### src/rtl/mux4_rr_arbiter_if.sv
// Purpose : handshake/data bundle between four requesters, a shared 4:1 mux and its downstream sink.
// Latency : n/a (wires only).
// Backpr. : out_ready from the sink; requesters hold req/data until their ack bit pulses.
// Ports   : req[3:0], in1..in4 (requester side); out_ready (sink side);
//           gnt[3:0], sel[1:0], out_valid, out_data, ack[3:0] (driven by the arbiter).
//           modport slave = arbiter view, modport master = requester/sink view.
interface mux4_rr_arbiter_if #(
  parameter int WIDTH = 8
);
  logic [3:0]       req;
  logic [WIDTH-1:0] in1;
  logic [WIDTH-1:0] in2;
  logic [WIDTH-1:0] in3;
  logic [WIDTH-1:0] in4;
  logic             out_ready;
  logic [3:0]       gnt;
  logic [1:0]       sel;
  logic             out_valid;
  logic [WIDTH-1:0] out_data;
  logic [3:0]       ack;

  modport slave (
    input  req, in1, in2, in3, in4, out_ready,
    output gnt, sel, out_valid, out_data, ack
  );

  modport master (
    output req, in1, in2, in3, in4, out_ready,
    input  gnt, sel, out_valid, out_data, ack
  );
endinterface

### src/rtl/mux4_rr_arbiter.sv
// Purpose : round-robin arbiter driving a 4:1 mux onto a valid/ready channel, MAX_BURST words per grant.
// Latency : req before edge N -> gnt/out_valid after edge N; one IDLE cycle after every release.
// Backpr. : out_ready=0 holds grant and burst count, no ack; dropping req[sel] releases the grant.
// Ports   : clk, rst (async, active-high); arb_bus (slave modport) carries req, in1..in4,
//           out_ready, gnt, sel, out_valid, out_data, ack.
module mux4_rr_arbiter #(
  parameter int WIDTH     = 8,
  parameter int MAX_BURST = 4
) (
  input  logic              clk,
  input  logic              rst,
  mux4_rr_arbiter_if.slave  arb_bus
);

  typedef enum logic {
    IDLE  = 1'b0,
    GRANT = 1'b1
  } state_t;

  // Count value of the last transfer in a burst; MAX_BURST is limited to 1..15
  // so this fits the 4-bit counter and the counter never wraps.
  localparam logic [3:0] BURST_LAST = 4'(MAX_BURST - 1);

  state_t           state;
  logic [3:0]       gnt_q;
  logic [1:0]       sel_q;
  logic [1:0]       last_q;
  logic [3:0]       burst_cnt;

  logic [1:0]       winner;
  logic             found;
  logic [1:0]       cand;
  logic [WIDTH-1:0] mux_dat;
  logic             out_vld;
  logic             xfer;

  // Circular search starting one past the last granted requester, so the
  // most recent owner has lowest priority in the next arbitration.
  always_comb begin
    winner = last_q;
    found  = 1'b0;
    cand   = '0;
    for (int i = 1; i <= 4; i++) begin
      cand = last_q + 2'(i);
      if (!found && arb_bus.req[cand]) begin
        winner = cand;
        found  = 1'b1;
      end
    end
  end

  always_comb begin
    mux_dat = '0;
    case (sel_q)
      2'd0:    mux_dat = arb_bus.in1;
      2'd1:    mux_dat = arb_bus.in2;
      2'd2:    mux_dat = arb_bus.in3;
      default: mux_dat = arb_bus.in4;
    endcase
  end

  // Channel outputs are combinational from the registered state so that an
  // async reset (state -> IDLE) drops out_valid and ack without a clock edge.
  assign out_vld = (state == GRANT) && arb_bus.req[sel_q];
  assign xfer    = out_vld && arb_bus.out_ready;

  assign arb_bus.out_valid = out_vld;
  assign arb_bus.out_data  = out_vld ? mux_dat : '0;
  assign arb_bus.ack       = xfer ? (4'b0001 << sel_q) : 4'b0000;
  assign arb_bus.gnt       = gnt_q;
  assign arb_bus.sel       = sel_q;

  always_ff @(posedge clk or posedge rst) begin
    if (rst) begin
      state     <= IDLE;
      gnt_q     <= 4'b0000;
      sel_q     <= 2'd0;
      burst_cnt <= 4'd0;
      last_q    <= 2'd3;  // requester 0 wins the first arbitration
    end else begin
      case (state)
        IDLE: begin
          if (found) begin
            state     <= GRANT;
            gnt_q     <= 4'b0001 << winner;
            sel_q     <= winner;
            burst_cnt <= 4'd0;
          end
        end
        GRANT: begin
          if (!arb_bus.req[sel_q]) begin
            // Requester withdrew; any un-acked word is simply dropped.
            state  <= IDLE;
            gnt_q  <= 4'b0000;
            last_q <= sel_q;
          end else if (xfer) begin
            if (burst_cnt == BURST_LAST) begin
              state  <= IDLE;
              gnt_q  <= 4'b0000;
              last_q <= sel_q;
            end else begin
              burst_cnt <= burst_cnt + 4'd1;
            end
          end
        end
        default: begin
          state <= IDLE;
          gnt_q <= 4'b0000;
        end
      endcase
    end
  end

endmodule
### src/flat_wrapper.sv
// flat-port wrapper written by rule: the top's interface ports become plain ports
module mux4_rr_arbiter_flat 
#(
  parameter int WIDTH     = 8,
  parameter int MAX_BURST = 4
)
  (clk, rst, arb_bus_req, arb_bus_in1, arb_bus_in2, arb_bus_in3, arb_bus_in4, arb_bus_out_ready, arb_bus_gnt, arb_bus_sel, arb_bus_out_valid, arb_bus_out_data, arb_bus_ack);
  mux4_rr_arbiter_if #(.WIDTH(WIDTH)) arb_bus_i ();
  input  logic clk;
  input  logic rst;
  input wire logic [$bits(arb_bus_i.req)-1:0] arb_bus_req;
  input wire logic [$bits(arb_bus_i.in1)-1:0] arb_bus_in1;
  input wire logic [$bits(arb_bus_i.in2)-1:0] arb_bus_in2;
  input wire logic [$bits(arb_bus_i.in3)-1:0] arb_bus_in3;
  input wire logic [$bits(arb_bus_i.in4)-1:0] arb_bus_in4;
  input wire logic [$bits(arb_bus_i.out_ready)-1:0] arb_bus_out_ready;
  output wire logic [$bits(arb_bus_i.gnt)-1:0] arb_bus_gnt;
  output wire logic [$bits(arb_bus_i.sel)-1:0] arb_bus_sel;
  output wire logic [$bits(arb_bus_i.out_valid)-1:0] arb_bus_out_valid;
  output wire logic [$bits(arb_bus_i.out_data)-1:0] arb_bus_out_data;
  output wire logic [$bits(arb_bus_i.ack)-1:0] arb_bus_ack;
  assign arb_bus_i.req = arb_bus_req;
  assign arb_bus_i.in1 = arb_bus_in1;
  assign arb_bus_i.in2 = arb_bus_in2;
  assign arb_bus_i.in3 = arb_bus_in3;
  assign arb_bus_i.in4 = arb_bus_in4;
  assign arb_bus_i.out_ready = arb_bus_out_ready;
  assign arb_bus_gnt = arb_bus_i.gnt;
  assign arb_bus_sel = arb_bus_i.sel;
  assign arb_bus_out_valid = arb_bus_i.out_valid;
  assign arb_bus_out_data = arb_bus_i.out_data;
  assign arb_bus_ack = arb_bus_i.ack;
  mux4_rr_arbiter #(.WIDTH(WIDTH), .MAX_BURST(MAX_BURST)) u_core (.clk(clk), .rst(rst), .arb_bus(arb_bus_i));
endmodule
### config.mk
export PLATFORM = sky130hd
export DESIGN_NAME = mux4_rr_arbiter_flat
export DESIGN_NICKNAME = d
export VERILOG_FILES = /design/src/rtl/mux4_rr_arbiter_if.sv /design/src/rtl/mux4_rr_arbiter.sv /design/src/flat_wrapper.sv
export SDC_FILE = /design/constraint.sdc
export NUM_CORES = 1
export LEC_CHECK = 0
export CELL_PAD_IN_SITES_DETAIL_PLACEMENT = 0
export CELL_PAD_IN_SITES_GLOBAL_PLACEMENT = 2
export CORE_ASPECT_RATIO = 1.25
export CORE_MARGIN = 8
export CORE_UTILIZATION = 22
export DETAILED_ROUTE_END_ITERATION = 8
export PLACE_DENSITY = 0.83
export RECOVER_POWER = 25
export SKIP_LAST_GASP = 1
export SLEW_MARGIN = 20
export SYNTH_ARGS = -nofsm -noshare
export SYNTH_HDL_FRONTEND = slang
export SYNTH_SLANG_ARGS = --single-unit
### constraint.sdc
create_clock -name clk -period 3.28 [get_ports clk]
set_input_delay 0.82 -clock clk [delete_from_list [all_inputs] [get_ports clk]]
set_output_delay 0.82 -clock clk [all_outputs]
set_load 0.01 [all_outputs]
# Yosys cells after proc, flatten, opt, wreduce, memory -nomap -nowiden
# Index checks and enable logic that the tools add are counted.
# word_totals
reg_bits	13
in_bits	39
# op_classes
magnitude_cmp	5
shift	2
mux	39
n_bitwise	1
n_reduce_logical	13
add_sub_neg	4
eq_ne	11
# op_table
cell	n
$mux 4	9
$pmux 8 s3	1
$pmux 4 s2	2
$lt 2x3->1 const B	5
$mux 2	7
$mux 1	13
$bmux 1 s2	5
$mux 8	1
$ne 2x2->1 const B	4
$shl 1x2->4 const A	2
$ne 3x3->1 const B	2
$reduce_and 3->1	2
$logic_and 1x1->1	5
$add 2x2->2 const B	2
$add 4x1->4 const B	1
$eq 4x2->1 const B	1
$ne 2x1->1 const B	2
$reduce_and 4->1	1
$logic_not 1->1	3
$add 2x1->2 const B	1
$eq 2x1->1 const B	1
$eq 2x2->1 const B	1
$logic_not 2->1	1
$pmux 1 s2	1
other kinds (2)	2

# Logic depth before layout (Yosys ltp)
# depth
ltp_word	16
mapped_depth	6
mapped_depth_nobuf	5

# Least setup slack after synthesis
# Ideal clock, no wire load.
# synth_path
kind	input to output
start	input arb_bus_req[3]
end	output arb_bus_out_data[0]
n_path_buf	1
arrival_ns	1.723
setup_slack_ns	0.737
path_stages	3
path_cell_list	mux4_2 -> clkbuf_1 -> and3_1
# synth_via
elab_chain_len	4
# synth_lines
element	line_no	rtl
start, declared	flat_wrapper.sv:11	input wire logic [$bits(arb_bus_i.req)-1:0] arb_bus_req;
$bmux 1 s2	mux4_rr_arbiter.sv:64	assign out_vld = (state == GRANT) && arb_bus.req[sel_q];
$mux 1 (implied by the code)	mux4_rr_arbiter.sv:64	
$logic_and 1x1->1	mux4_rr_arbiter.sv:64	
$mux 8	mux4_rr_arbiter.sv:68	assign arb_bus.out_data = out_vld ? mux_dat : '0;
end, declared	flat_wrapper.sv:20	output wire logic [$bits(arb_bus_i.out_data)-1:0] arb_bus_out_data;
# Every way passes these cells. The select of a mux whose other input is x is not followed.

# Worst setup path in the final report
# layout_path
start	input arb_bus_req[2]
end	output arb_bus_ack[1]
# layout_via
elab_chain_len	5
# layout_lines
element	line_no	rtl
$bmux 1 s2	mux4_rr_arbiter.sv:64	
$mux 1 (implied by the code)	mux4_rr_arbiter.sv:64	
$logic_and 1x1->1	mux4_rr_arbiter.sv:64	
$logic_and 1x1->1	mux4_rr_arbiter.sv:65	assign xfer = out_vld && arb_bus.out_ready;
$mux 4	mux4_rr_arbiter.sv:69	assign arb_bus.ack = xfer ? (4'b0001 << sel_q) : 4'b0000;
end, declared	flat_wrapper.sv:21	output wire logic [$bits(arb_bus_i.ack)-1:0] arb_bus_ack;
# Every way passes these cells. The select of a mux whose other input is x is not followed.

==> summary.txt <==
Outcome
  – Outcome: complete, but fails checks
  – Failing checks: setup timing

Placement
  – Final GP Congestion: 0.7747
  – DP Wirelength: 2913 µm
  – Placed insts: 211
  – Port-buffer cells: 57

Logic synthesis
  – Syn_nets: 131
  – Post-Syn Area: 972.2 µm²
  – Synth unique cells: 33
  – Avg Cell Area, Syn: 10.68 µm²
  – Mapped Cells: 91
  – Largest area contributor in the netlist: dfrtp_1
  – Synthesized flop and latch total: 13
  – Yosys warning total: 0
  – Area contributors post-synth: dfrtp_1 (28%), mux4_2 (21%), dfstp_2 (5.4%), and3_1 (5.1%), nand3_1 (2.6%)
  – Yosys top cell area share: 0.2831
  – Sequential area share after synthesis: 0.3372

Worst setup path
  – Crit. End Element: primary output
  – CP max FO: 6
  – Crit-path max cell delay: 570 ps
  – Req. time, crit path: 2460 ps
  – Slowest-stage cell, CP: clkdlybuf4s50_1
  – Worst setup SP type: primary input
  – Crit path DAT: 2610 ps
  – WS Path Type: primary input to primary output
  – Crit-path cells: clkdlybuf4s50_1 > mux4_2 > nand2_1 > nor3b_1 > clkdlybuf4s50_1
  – Most used cell, CP: clkdlybuf4s50_1

Clock tree
  – Inserted Clock Buffers: 3
  – Max clock buf depth: 2
  – Reg clk slew, reported paths: 50 ps
  – TritonCTS Sinks: 13
  – Root Driver: clkbuf_8
  – Clk_lat worst skew: 240 ps
  – H-tree lvl count: 1
  – CTS tree: done

Final layout
  – Layout cells sized above 1: 0.2112
  – Fill count: 445
  – Final #Nets: 202
  – Area Overhead vs Synth: 82.11%
  – Most frequent cells in the layout: clkdlybuf4s50_1 (50), buf_4 (14), dfrtp_1 (11)
  – Diodes inserted: 0
  – Non-filler cells, final: 219
  – Commonest non-fill, non-tap cell in the layout: clkdlybuf4s50_1

Floorplanning
  – Rows: 27
  – Die width: 75.46 µm
  – Starting Density: 0.2248
  – Die area: 6815 µm²
  – # IOs: 58
  – Core Box Area: 4324 µm²
  – Die height: 90.32 µm

Global routing
  – All-Layer GR Usage: 0.09646
  – Largest net degree at the start of global routing: 16
  – Number of global-route vias before repair: 1062
  – Initial antenna violation count: 0
  – GR Overflow Total: 0
  – First-pass GRT wire length: 5119 µm

Timing
  – Max Clk Rate: 0.2915 GHz
  – Final setup TNS: -972.8 ps
  – Clk_skew: 2.103 ps
  – Max_slew headroom: 0.6177
  – Max-slew violation count: 0
  – Worst setup margin: -150.9 ps
  – Min Tclk post-route: 3431 ps
  – Unrepaired setup endpoints after global routing: true
  – Worst Max-Slew Pin Slew: 573.4 ps
  – Hold Fails Final Rpt: 0
  – Final period util: 1.046
  – Final setup vio count: 9

Power and ir drop
  – PD cells: 743.3 nW/µm²
  – Total power: 0.001316 W
  – Maximum vdd drop: 0.3094 mV
  – LEAKAGE: 0.8079 nW

Flow run
  – Max-Cap Viols: 0

Min path
  – Worst hold path type: flip-flop to flip-flop

Route
  – Wire per inst: 17.45 µm
  – DRT iter0 DRCs: 20
  – WL final: 3822 µm
  – Vias per cell: 4.772
  – Remaining DRCs: 0
  – Total number of vias: 1045
  – DRT antenna net count: 0
  – Pre-antenna DRT Iters: 4
[per-layer routing]
layer / global-route usage / part of all wire
met1: 0.1113 / 0.42
met4: 0.02894 / 0.011
met3: 0.03333 / 0.11
met5: 0 / 0
met2: 0.1596 / 0.46
[worst max-delay path, delay by kind of cell]
family / cells / cell delay, ps
buffers and inverters: 2 / 1100
multiplexers: 1 / 340
AND/OR/NAND/NOR: 2 / 350
[flip-flops by register name, indices dropped and copies added, names as in the netlist]
signal              flops
u_core.arb_bus.sel      2
u_core.state            1
u_core.last_q           2
u_core.burst_cnt        4
u_core.arb_bus.gnt      4
[layout make-up]
type	count	area (µm²)	area share
sequential	13	327.8	0.1852
inverter	5	18.77	0.01060
timing repair buffer	71	690.7	0.3901
tap	58	72.57	0.04099
clock buffer	4	45.04	0.02544
multi-input combinational	68	615.6	0.3477
[worst paths after layout]
| path | start | cells after the start | end | slack, ps |
|---|---|---|---|---|
| min in group asynchronous | rst | 2 | u_core.arb_bus.gnt[3]$_DFFE_PP0P_ | 1040 |
| worst min-delay path | u_core.burst_cnt[3]$_DFFE_PP0P_ | 1 | u_core.burst_cnt[3]$_DFFE_PP0P_ | 480 |
| max in group asynchronous | rst | 2 | u_core.last_q[0]$_DFFE_PP1P_ | 1880 |
| worst min register to register | u_core.burst_cnt[3]$_DFFE_PP0P_ | 1 | u_core.burst_cnt[3]$_DFFE_PP0P_ | 480 |
| worst max-delay path | arb_bus_req[2] | 5 | arb_bus_ack[1] | -150 |
| worst max register to register | u_core.arb_bus.sel[0]$_DFFE_PP0P_ | 8 | u_core.arb_bus.gnt[3]$_DFFE_PP0P_ | 960 |
[per-stage QoR]
step | cell area (µm²) | utilization | setup WS [ps] | hold slack (ps)
floorplan | 972.2 | - | 737.3 | 444.4
global route | 1770 | 0.4094 | -185.9 | 503.4
CTS | 1718 | 0.3973 | -130.9 | 482.5
detailed placement | 1665 | 0.3851 | -134.7 | 477.1
global placement | 1665 | 0.3851 | -94.04 | 467.5
finish | 1770 | 0.4094 | -150.9 | 481.4
[cells in the mapped netlist]
master and count:
dfrtp_1 11, mux4_2 9, and3_1 8, inv_1 5, nand3_1 5, nor2_1 5
o21ai_0 5, nand2_1 4, a21oi_1 3, clkbuf_1 3, nand2b_1 3, a21o_1 2
a22o_1 2, a32o_1 2, buf_2 2, dfstp_2 2, mux2_2 2, nor3b_1 2
o211ai_1 2, a221o_1 1, a221oi_1 1, and2_1 1, buf_6 1, ha_1 1
nand4_1 1, nor2_2 1, nor3_1 1, o211a_1 1, o21a_1 1, o22ai_4 1
o31ai_1 1, or3b_2 1, xor2_1 1
[logic make-up after synthesis]
| group | after synthesis | share of synthesized area |
|---|---|---|
| buf+inv | 11 | 0.05277 |
| flops | 13 | 0.3372 |
| xor+xnor | 1 | 0.009011 |
| mux | 11 | 0.2317 |
| fa+ha+maj | 1 | 0.01287 |
| compound gates | 22 | 0.1763 |
| simple gates | 32 | 0.1802 |
[what timing repair did]
item	in CTS	in global routing
cloned	0	1
setup buffers	1	2
hold buffers	0	0
setup endpoints to repair	13	13
gates resized for setup	0	7
[report_power, final]
| group | total, W | internal (W) | switching (W) |
|---|---|---|---|
| logic | 0.000842 | 0.000498 | 0.000344 |
| registers | 0.000332 | 0.000232 | 0.000100 |
| clock network | 0.000142 | 0.0000857 | 0.0000562 |
Note: power is estimated with default switching activity, not from simulation.
